$ cat config.mk
export PLATFORM = sky130hd
export DESIGN_NAME = rx_cic_decim
export DESIGN_NICKNAME = d
export VERILOG_FILES = /design/src/rtl/rx_cic_pkg.sv /design/src/rtl/rx_cic_decim_stage.sv /design/src/rtl/setting_reg.sv /design/src/rtl/rx_cic_decim.sv
export SDC_FILE = /design/constraint.sdc
export NUM_CORES = 2
export LEC_CHECK = 0
export CORE_MARGIN = 5
export CORE_UTILIZATION = 55
export CTS_CLUSTER_SIZE = 28
export DETAILED_ROUTE_END_ITERATION = 6
export MAX_ROUTING_LAYER = met4
export PLACE_DENSITY = 0.71
export REMOVE_ABC_BUFFERS = 1
export SYNTH_ARGS = -nofsm -noshare
export SYNTH_HDL_FRONTEND = slang
export SYNTH_SLANG_ARGS = --single-unit
$ cat constraint.sdc
create_clock -name clk -period 6.1 [get_ports clk]
set_input_delay 0.915 -clock clk [delete_from_list [all_inputs] [get_ports clk]]
set_output_delay 0.915 -clock clk [all_outputs]
set_load 0.01 [all_outputs]
$ cat src/rtl/rx_cic_pkg.sv
`default_nettype none
// ============================================================================
// Package : rx_cic_pkg
// Shared offsets, accumulator sizing and saturation helper for rx_cic_decim.
// Rev     : 1.0
// ============================================================================
package rx_cic_pkg;

    localparam int REG_RATE  = 0;
    localparam int REG_SHIFT = 1;
    localparam int SAT_W     = 64;

    typedef struct packed {
        logic             clip;
        logic [SAT_W-1:0] value;
    } sat_t;

    function automatic int acc_w(input int width, input int n, input int rate_w);
        return width + n * rate_w;
    endfunction

    // Clamp a sign-extended value into a signed field of 'width' bits.
    function automatic sat_t saturate(input logic signed [SAT_W-1:0] x, input int width);
        logic signed [SAT_W-1:0] hi;
        logic signed [SAT_W-1:0] lo;
        sat_t                    res;
        hi = $signed((SAT_W'(1) << (width - 1)) - SAT_W'(1));
        lo = ~hi;
        res.clip  = (x > hi) || (x < lo);
        res.value = (x > hi) ? hi : ((x < lo) ? lo : x);
        return res;
    endfunction

endpackage
`default_nettype wire

$ cat src/rtl/rx_cic_decim_stage.sv
`default_nettype none
// ============================================================================
// Module : cic_stage
// One CIC integrator plus one comb section, both cleared by a synchronous flush.
// Rev    : 1.0
// ============================================================================
module cic_stage
    import rx_cic_pkg::*;
#(
    parameter int ACC_W = 56
) (
    input  logic                    clk,
    input  logic                    rst,
    input  logic                    clr,
    input  logic signed [ACC_W-1:0] integ_in,
    output logic signed [ACC_W-1:0] integ_out,
    input  logic                    comb_en,
    input  logic signed [ACC_W-1:0] comb_in,
    output logic signed [ACC_W-1:0] comb_out
);

    logic signed [ACC_W-1:0] r_integ;
    logic signed [ACC_W-1:0] r_comb_dly;
    logic signed [ACC_W-1:0] r_comb;

    always_ff @(posedge clk or negedge rst) begin
        if (!rst) begin
            r_integ    <= '0;
            r_comb_dly <= '0;
            r_comb     <= '0;
        end else if (clr) begin
            r_integ    <= '0;
            r_comb_dly <= '0;
            r_comb     <= '0;
        end else begin
            r_integ <= r_integ + integ_in;
            if (comb_en) begin
                r_comb_dly <= comb_in;
                r_comb     <= comb_in - r_comb_dly;
            end
        end
    end

    assign integ_out = r_integ;
    assign comb_out  = r_comb;

endmodule
`default_nettype wire

$ cat src/rtl/setting_reg.sv
`default_nettype none
// ============================================================================
// Module : setting_reg
// Settings-bus register: latches data on an address hit, flags the write cycle.
// Rev    : 1.0
// ============================================================================
module setting_reg #(
    parameter int          MY_ADDR  = 0,
    parameter int          WIDTH    = 32,
    parameter logic [31:0] AT_RESET = 32'd0
) (
    input  logic             clk,
    input  logic             rst,
    input  logic             strobe,
    input  logic [7:0]       addr,
    input  logic [WIDTH-1:0] data,
    output logic [WIDTH-1:0] out,
    output logic             changed
);

    // Combinational so the owner can act in the same cycle as the write.
    assign changed = strobe && (addr == 8'(MY_ADDR));

    always_ff @(posedge clk or negedge rst) begin
        if (!rst) begin
            out <= AT_RESET[WIDTH-1:0];
        end else if (changed) begin
            out <= data;
        end
    end

endmodule
`default_nettype wire

$ cat src/rtl/rx_cic_decim.sv
`default_nettype none
// ============================================================================
// Module : rx_cic_decim
// N-stage CIC decimator for I/Q with programmable rate/shift and saturation.
// Build option: RX_CIC_ROUND_EN selects round-half-up before the output shift.
// Rev    : 1.0
// ============================================================================
module rx_cic_decim
    import rx_cic_pkg::*;
#(
    parameter int BASE   = 0,
    parameter int WIDTH  = 24,
    parameter int N      = 4,
    parameter int RATE_W = 8
) (
    input  logic             clk,
    input  logic             rst,
    input  logic             set_stb,
    input  logic [7:0]       set_addr,
    input  logic [31:0]      set_data,
    input  logic             run,
    input  logic [WIDTH-1:0] i_in,
    input  logic [WIDTH-1:0] q_in,
    output logic [WIDTH-1:0] i_out,
    output logic [WIDTH-1:0] q_out,
    output logic             strobe_out,
    output logic [31:0]      debug
);

    localparam int ACC_W     = acc_w(WIDTH, N, RATE_W);
    localparam int MAX_SHIFT = ACC_W - WIDTH;
    localparam int DBG_PAD   = 28 - RATE_W;

    logic [RATE_W-1:0] w_rate;
    logic [5:0]        w_shift_raw;
    logic [5:0]        w_shift;
    logic              w_chg_rate;
    logic              w_chg_shift;
    logic              w_bypass;
    logic              w_flush;
    logic              w_dec;
    logic              w_unused_bits;

    logic [RATE_W-1:0]       r_cnt;
    logic [N:0]              r_vld;
    logic signed [ACC_W-1:0] r_samp_i;
    logic signed [ACC_W-1:0] r_samp_q;
    logic                    r_clip_i;
    logic                    r_clip_q;

    logic signed [ACC_W-1:0] w_integ_i [0:N];
    logic signed [ACC_W-1:0] w_integ_q [0:N];
    logic signed [ACC_W-1:0] w_comb_i  [0:N];
    logic signed [ACC_W-1:0] w_comb_q  [0:N];

    logic signed [ACC_W-1:0] w_rnd;
    logic signed [ACC_W-1:0] w_pre_i;
    logic signed [ACC_W-1:0] w_pre_q;
    logic signed [ACC_W-1:0] w_sh_i;
    logic signed [ACC_W-1:0] w_sh_q;
    sat_t                    w_sat_i;
    sat_t                    w_sat_q;

    setting_reg #(
        .MY_ADDR  (BASE + REG_RATE),
        .WIDTH    (RATE_W),
        .AT_RESET (32'd1)
    ) u_set_rate (
        .clk     (clk),
        .rst     (rst),
        .strobe  (set_stb),
        .addr    (set_addr),
        .data    (set_data[RATE_W-1:0]),
        .out     (w_rate),
        .changed (w_chg_rate)
    );

    setting_reg #(
        .MY_ADDR  (BASE + REG_SHIFT),
        .WIDTH    (6),
        .AT_RESET (32'd0)
    ) u_set_shift (
        .clk     (clk),
        .rst     (rst),
        .strobe  (set_stb),
        .addr    (set_addr),
        .data    (set_data[5:0]),
        .out     (w_shift_raw),
        .changed (w_chg_shift)
    );

    assign w_unused_bits = ^set_data[31:RATE_W]
                         ^ (^w_sat_i.value[SAT_W-1:WIDTH])
                         ^ (^w_sat_q.value[SAT_W-1:WIDTH]);

    assign w_bypass = (w_rate <= RATE_W'(1));
    // CIC state is cleared whenever idle, reconfigured or bypassed.
    assign w_flush  = !run || w_chg_rate || w_chg_shift || w_bypass;
    assign w_dec    = !w_flush && (r_cnt == (w_rate - RATE_W'(1)));
    assign w_shift  = ({26'd0, w_shift_raw} > 32'(MAX_SHIFT)) ? 6'(MAX_SHIFT) : w_shift_raw;

    always_ff @(posedge clk or negedge rst) begin
        if (!rst) begin
            r_cnt <= '0;
        end else if (w_flush || w_dec) begin
            r_cnt <= '0;
        end else begin
            r_cnt <= r_cnt + RATE_W'(1);
        end
    end

    // r_vld[k] marks the comb input of stage k as holding a fresh decimated sample.
    always_ff @(posedge clk or negedge rst) begin
        if (!rst) begin
            r_vld    <= '0;
            r_samp_i <= '0;
            r_samp_q <= '0;
        end else if (w_flush) begin
            r_vld    <= '0;
            r_samp_i <= '0;
            r_samp_q <= '0;
        end else begin
            r_vld <= {r_vld[N-1:0], w_dec};
            if (w_dec) begin
                r_samp_i <= w_integ_i[N];
                r_samp_q <= w_integ_q[N];
            end
        end
    end

    assign w_integ_i[0] = {{(ACC_W-WIDTH){i_in[WIDTH-1]}}, i_in};
    assign w_integ_q[0] = {{(ACC_W-WIDTH){q_in[WIDTH-1]}}, q_in};
    assign w_comb_i[0]  = r_samp_i;
    assign w_comb_q[0]  = r_samp_q;

    generate
        for (genvar k = 0; k < N; k++) begin : g_stage
            cic_stage #(.ACC_W(ACC_W)) u_stage_i (
                .clk       (clk),
                .rst       (rst),
                .clr       (w_flush),
                .integ_in  (w_integ_i[k]),
                .integ_out (w_integ_i[k+1]),
                .comb_en   (r_vld[k]),
                .comb_in   (w_comb_i[k]),
                .comb_out  (w_comb_i[k+1])
            );
            cic_stage #(.ACC_W(ACC_W)) u_stage_q (
                .clk       (clk),
                .rst       (rst),
                .clr       (w_flush),
                .integ_in  (w_integ_q[k]),
                .integ_out (w_integ_q[k+1]),
                .comb_en   (r_vld[k]),
                .comb_in   (w_comb_q[k]),
                .comb_out  (w_comb_q[k+1])
            );
        end
    endgenerate

`ifdef RX_CIC_ROUND_EN
    assign w_rnd = (w_shift == 6'd0) ? '0 : (ACC_W'(1) << (w_shift - 6'd1));
`else
    assign w_rnd = '0;
`endif

    assign w_pre_i = w_comb_i[N] + w_rnd;
    assign w_pre_q = w_comb_q[N] + w_rnd;
    assign w_sh_i  = w_pre_i >>> w_shift;
    assign w_sh_q  = w_pre_q >>> w_shift;
    assign w_sat_i = saturate(SAT_W'(w_sh_i), WIDTH);
    assign w_sat_q = saturate(SAT_W'(w_sh_q), WIDTH);

    always_ff @(posedge clk or negedge rst) begin
        if (!rst) begin
            i_out      <= '0;
            q_out      <= '0;
            strobe_out <= 1'b0;
            r_clip_i   <= 1'b0;
            r_clip_q   <= 1'b0;
        end else if (w_bypass) begin
            strobe_out <= run;
            r_clip_i   <= 1'b0;
            r_clip_q   <= 1'b0;
            if (run) begin
                i_out <= i_in;
                q_out <= q_in;
            end
        end else if (w_flush) begin
            strobe_out <= 1'b0;
        end else begin
            strobe_out <= r_vld[N];
            if (r_vld[N]) begin
                i_out    <= w_sat_i.value[WIDTH-1:0];
                q_out    <= w_sat_q.value[WIDTH-1:0];
                r_clip_i <= w_sat_i.clip;
                r_clip_q <= w_sat_q.clip;
            end
        end
    end

    assign debug = {run, strobe_out, r_clip_i, r_clip_q, r_cnt, {DBG_PAD{1'b0}}};

endmodule
`default_nettype wire

; Yosys cells after proc, flatten, opt, wreduce, memory -nomap -nowiden
; Index checks and enable logic that the tools add are counted.
[totals]
output_inout_bits = 81
regBits = 1534
elab_cells = 152
inputBits = 92
[classes]
reduce_logical = 20
shift = 2
addsub = 18
n_mux = 67
eq_ne = 4
n_lt_le_gt_ge = 6
[ops]
columns = operator, count
row1 = $mux 56, 44
row2 = $sub 56x56->56, 8
row3 = $add 56x56->56, 6
row4 = $mux 24, 12
row5 = $add 56x24->56, 2
row6 = $gt 56x24->1 const B, 2
row7 = $lt 56x24->1 const B, 2
row8 = $sshr 56x6->56, 2
row9 = $reduce_bool 2->1, 6
row10 = $add 8x1->8 const B, 1
row11 = $eq 8x1->1 const B, 1
row12 = $eq 8x8->1, 1
row13 = $le 8x1->1 const B, 1
row14 = $logic_not 8->1, 1
row15 = $mux 1, 8
row16 = $mux 8, 1
row17 = $sub 8x1->8 const B, 1
row18 = $gt 6x6->1 const B, 1
row19 = $logic_or 1x1->1, 6
row20 = $mux 6, 1
row21 = $mux 5, 1
row22 = $ne 2x2->1 const B, 2
row23 = $logic_and 1x1->1, 3
row24 = $reduce_and 3->1, 1
row25 = 2 further kinds, 3

; Longest topological paths before layout
[depth]
word_depth = 9
ltp_mapped = 18
ltp_nobuf = 16

; Modules after synthesis
; From an unflattened synthesis, not the netlist that was laid out.
[unflattened]
hier_cells = 14045
hier_area_um2 = 119702.3
[by_module_without_submodules]
columns = mod, area_each_um2, cells_each, instances
row1 = cic_stage at g_stage[0].u_stage_q ..., 12778.5, 1503, 3
row2 = cic_stage at g_stage[2].u_stage_i ..., 12560.8, 1472, 3
row3 = rx_cic_decim, 17486.8, 2073, 1
row4 = cic_stage at g_stage[3].u_stage_q, 12856.1, 1520, 1
row5 = cic_stage at g_stage[0].u_stage_i, 12722.2, 1489, 1
row6 = setting_reg at u_set_rate, 345.3, 21, 1
row7 = setting_reg at u_set_shift, 274.0, 17, 1

; Worst setup path after synthesis
; No wires, ideal clock.
[synth_timing]
path_kind = input port to flip-flop
startpoint = input i_in[0]
endpoint = register g_stage[0].u_stage_i.r_integ[52]
path_slack_ns = 1.747
required_time_ns = 5.968
t_arrival_ns = 4.221
cell_stages = 14
setup_ns = 0.132
path_cell_list = ha_1 fa_1 a211oi_1 o211ai_1 a41oi_1 a22oi_1 a211o_1 a21oi_1 o21ai_0 a211oi_1 o31ai_1 a31oi_1 xor2_1 nor2_1
[synth_between]
elab_chain_cells = 2
[synth_rtl]
columns = element, line
row1 = start: declaration, rx_cic_decim.sv:22  ; input logic [WIDTH-1:0] i_in,
row2 = $add 56x24->56, rx_cic_decim_stage.sv:36  ; r_integ <= r_integ + integ_in;
row3 = $mux 56, rx_cic_decim_stage.sv:31  ; end else if (clr) begin
row4 = end signal: assignment, rx_cic_decim_stage.sv:36
row5 = end: declaration, rx_cic_decim_stage.sv:22  ; logic signed [ACC_W-1:0] r_integ;
; Every way passes these cells.
; A chain may end at the register's enable or synchronous reset.

; Final worst setup path
[layout_timing]
startpoint = register u_set_shift.out[5]
endpoint = register i_out[5]
[layout_between]
elab_chain_cells = 9
word_cells_on_any_way = 10
classes_between = order compare: 3 / shift: 1 / mux: 6
[layout_rtl]
columns = element, line
row1 = start: declaration, setting_reg.sv:17  ; output logic [WIDTH-1:0] out,
row2 = start signal: assignment, setting_reg.sv:26  ; out <= AT_RESET[WIDTH-1:0];
row3 = start signal: assignment, setting_reg.sv:28  ; out <= data;
row4 = $gt 6x6->1, rx_cic_decim.sv:100  ; assign w_shift = ({26'd0, w_shift_raw} > 32'(MAX_SHIFT)) ? 6'(MAX_SHIFT) : w_shift_raw;
row5 = $mux 6 (*), rx_cic_decim.sv:100
row6 = $sshr 56x6->56 (*), rx_cic_decim.sv:169  ; assign w_sh_i = w_pre_i >>> w_shift;
row7 = $lt 56x24->1, rx_cic_pkg.sv:30  ; res.value = (x > hi) ? hi : ((x < lo) ? lo : x);
row8 = $mux 24, rx_cic_pkg.sv:30
row9 = $mux 24 (*), rx_cic_pkg.sv:30
row10 = $mux 24 (*), rx_cic_decim.sv:193  ; if (r_vld[N]) begin
row11 = $mux 24 (*), rx_cic_decim.sv:189  ; end else if (w_flush) begin
row12 = $mux 24 (*), rx_cic_decim.sv:181  ; end else if (w_bypass) begin
row13 = end signal: assignment, rx_cic_decim.sv:186  ; i_out <= i_in;
row14 = end signal: assignment, rx_cic_decim.sv:194  ; i_out <= w_sat_i.value[WIDTH-1:0];
row15 = end: declaration, rx_cic_decim.sv:24  ; output logic [WIDTH-1:0] i_out,
; Mark *: on every way between the ends. The rest lies on a longest branch, timed or not. The select of a mux whose other input is x is not followed.

==> results.py <==
metrics = {
    "logic_synthesis": {
        "synth.avg_cell_area_sq_um": 8.763,
        "ys.flop_type": "dfrtp_1",
        "ys_warn_count": 0,
        "yosysTopAreaCell": "dfrtp_1",
        "synthArstFlopShare_pct": 100.0,
        "synth-edff-count": 0,
        "ys_seq_elements": 1534,
        "yosysSeqAreaShare_pct": 34.06,
        "synth_cell_type_count": 114,
        "synth.area.top_cells": "dfrtp_1 (34%), ha_1 (9.8%), mux2i_1 (9.2%)",
        "synth_top_area_share_pct": 34.03,
        "syn-cell-area_sq_um": 112700,
        "netlist_instances": 12860,
    },
    "drt": {
        "dr.max_layer_used": "met4",
        "drt-total-wl_mm": 325.4,
        "wl_met3_mm": 17.74,
        "drt_iter0_markers": 8213,
        "wire_per_inst_microns": 20.90,
        "antenna_left": 0,
        "via_per_inst": 6.062,
        "drt_pass1_iterations": 6,
        "m1WireLength_mm": 151.1,
        "drc": 0,
        "met2_wirelength_mm": 145.7,
        "vias": 94360,
    },
    "cts": {
        "post_cts_buffers": 0,
        "ctsHoldBuffers": 0,
        "numCtsBuffers": 174,
        "cts.sinks": 1534,
        "root_buffer": "clkbuf_16",
        "htree_num_levels": 4,
        "tritoncts": "built",
        "clk_path_buf_depth": 3,
        "cts-resized-gates": 0,
        "clkTransAtPathRegs_ns": 0.06,
        "clk_latency_ns": 0.83,
    },
    "final_layout": {
        "fill_cells": 17790,
        "drive_gt1_share_pct": 5.065,
        "fin_cells": 15570,
        "finalInstanceArea_sq_um": 122600,
        "area_growth_pct": 8.767,
        "layout_commonest_cell": "nor2_1",
        "nNetsFinal": 13720,
        "layout_common_cells": "nor2_1 (1801), dfrtp_1 (1525), mux2i_1 (1035)",
    },
    "timing": {
        "fmax_mhz": 198.1,
        "slew_headroom_pct": 14.72,
        "worstMarginPinSlew_ns": 1.266,
        "min_period_ns": 5.047,
        "fin_crit_sh_pct": 82.74,
        "skew_ns": 0.03253,
        "slew_viol_final": 0,
        "rsz0062_at_grt": "false",
        "setup-tns-final_ns": 0,
        "fin_hold_ws_ns": 0.02766,
        "finalHoldViolCount": 0,
        "setup_violations": 0,
    },
    "placement": {
        "dp_cells": 15240,
        "place_hpwl_mm": 246.9,
        "globalplace.congestion": 0.9685,
        "io_buffers": 128,
        "post_dp_cell_area_sq_um": 116400,
    },
    "power": {
        "power_frac_clock_pct": 22.9,
        "ir_drop_mv": 0.3515,
        "switching_share_pct": 41.11,
        "leakage_nw": 58.77,
        "internal_power_mw": 28.68,
        "pwr-share-comb_pct": 49.3,
        "share_seq_of_total_power_pct": 27.8,
        "p_per_area_nw_per_um2": 397.2,
        "power.switching_mw": 20.02,
    },
    "global_route": {
        "grt_remaining_overflow": 0,
        "antenna_found_initial": 12,
        "grt_pass1_vias": 91140,
        "grt_max_degree": 176,
        "grt_pass1_wl_mm": 515.4,
        "grt_use_total_pct": 30.41,
    },
    "floorplanning": {
        "die_h_microns": 462.7,
        "ios": 173,
        "start_util_pct": 55.21,
        "rows": 166,
        "coreArea_sq_um": 204200,
        "dieWidth_microns": 462.7,
        "fp.dieArea_sq_um": 214100,
    },
    "critical_path": {
        "critPathKind": "reg2reg",
        "slowest_stage": "dfrtp_4",
        "cp.required_ns": 6.77,
        "start_kind": "flip-flop",
        "cp.arrival_ns": 5.72,
        "cp-end-kind": "flip-flop",
        "cp_max_fo": 47,
        "crit_family": "compound AO/OA/AOI/OAI gates",
        "timing.critical_path.buf_inv": 2,
        "path_common_cell": "o21ai_0",
        "cpPeakStageDelay_ns": 0.75,
        "path_cells": "nand2b_4 > buf_12 > o22ai_1 > a221oi_2 > a21oi_1 > o21ai_0 > nor4b_1 > a32oi_1 > a2111oi_2 > a21o_1 > a41oi_2 > buf_4 > a211oi_1 > o21ai_0",
    },
    "hold_path": {
        "hold_path_class": "in2async",
    },
    "flow_run": {
        "drv_cap": 0,
    },
    "outcome": {
        "outcome": "complete, no violations",
    },
}
metal layers:
layer / vias to the layer above / global-route usage, %
met5: - / -
met4: 0 / 9.647
met3: 498 / 4.209
met2: 2416 / 46.97
met1: 45620 / 41.66
li1: 45830 / -
cell families (layout without fill, tap and decap cells):
kind of cell,count (synthesis),after routing,synth area share [%]
simple gates,3844,3844,15.40
compound gates,3429,3429,19.75
flops,1534,1534,34.06
buf+inv,1322,1312,4.672
mux,1104,1104,10.35
fa+ha+maj,899,899,10.09
xor+xnor,730,730,5.672
other cells,1,26,0.003327
through the flow:
stage	utilization, %	power [mW]	worst slack, ns
3_5_place_dp	57.03	37.34	0.5525
2_1_floorplan	-	31.52	-31.84
4_1_cts	60.04	48.71	1.133
6_report	60.05	48.69	1.053
3_3_place_gp	57.03	36.79	0.5048
5_1_grt	60.04	51.90	0.8648
synthesized netlist by cell type, types with 120 or more instances:
master / number
a211oi_1: 172
a21o_1: 594
a21oi_1: 986
a31oi_1: 146
and3_1: 129
clkbuf_1: 474
dfrtp_1: 1533
ha_1: 883
inv_1: 704
mux2i_1: 1035
nand2_1: 746
nand3_1: 260
nand4_1: 120
nor2_1: 1805
nor3_1: 209
o21a_1: 121
o21ai_0: 604
o21bai_1: 140
xnor2_1: 424
xor2_1: 306
layout make-up:
type                            instances  area (sq um)  area share, %
Antenna cell                            6         15.01        0.01225
Clock buffer                          239          5011          4.087
Clock inverter                         82          1130         0.9216
Inverter                              707          2654          2.165
Multi-Input combinational cell      10030         69210          56.46
Sequential cell                      1534         38410          31.33
Tap cell                             2688          3363          2.743
Timing Repair Buffer                  284          2798          2.282
power by group through the flow:
stage	clock network, mW	logic [mW]	registers, mW
finish	11.2	24.0	13.5
global route	11.8	26.4	13.7
floorplan	0	18.4	13.1
CTS	11.4	23.8	13.5
global placement	0	23.2	13.6
detailed placement	0	23.7	13.7
registers in the layout, summed over array words and instances, names as in the netlist, 24 cells and up:
| name | flops |
|---|---|
| g_stage.u_stage_i.comb_out | 224 |
| g_stage.u_stage_i.integ_out | 224 |
| g_stage.u_stage_i.r_comb_dly | 224 |
| g_stage.u_stage_q.comb_out | 224 |
| g_stage.u_stage_q.integ_out | 224 |
| g_stage.u_stage_q.r_comb_dly | 224 |
| r_samp_i | 56 |
| r_samp_q | 56 |
| i_out | 24 |
| q_out | 24 |
path summary, 6_finish.rpt:
path	start	endpoint	slack [ns]	cells past startpoint
hold / removal	rst	r_cnt[3]	0.03	1
setup reg to reg	u_set_shift.out[5]	i_out[5]	1.05	14
hold reg to reg	q_out[12]	q_out[12]	0.48	1
max in group asynchronous	rst	g_stage[0].u_stage_i.r_comb_dly[27]	4.36	2
setup / recovery	u_set_shift.out[5]	i_out[5]	1.05	14
min in group clk	q_out[12]	q_out[12]	0.48	1
No activity file was read; power rests on OpenSTA's default activity.
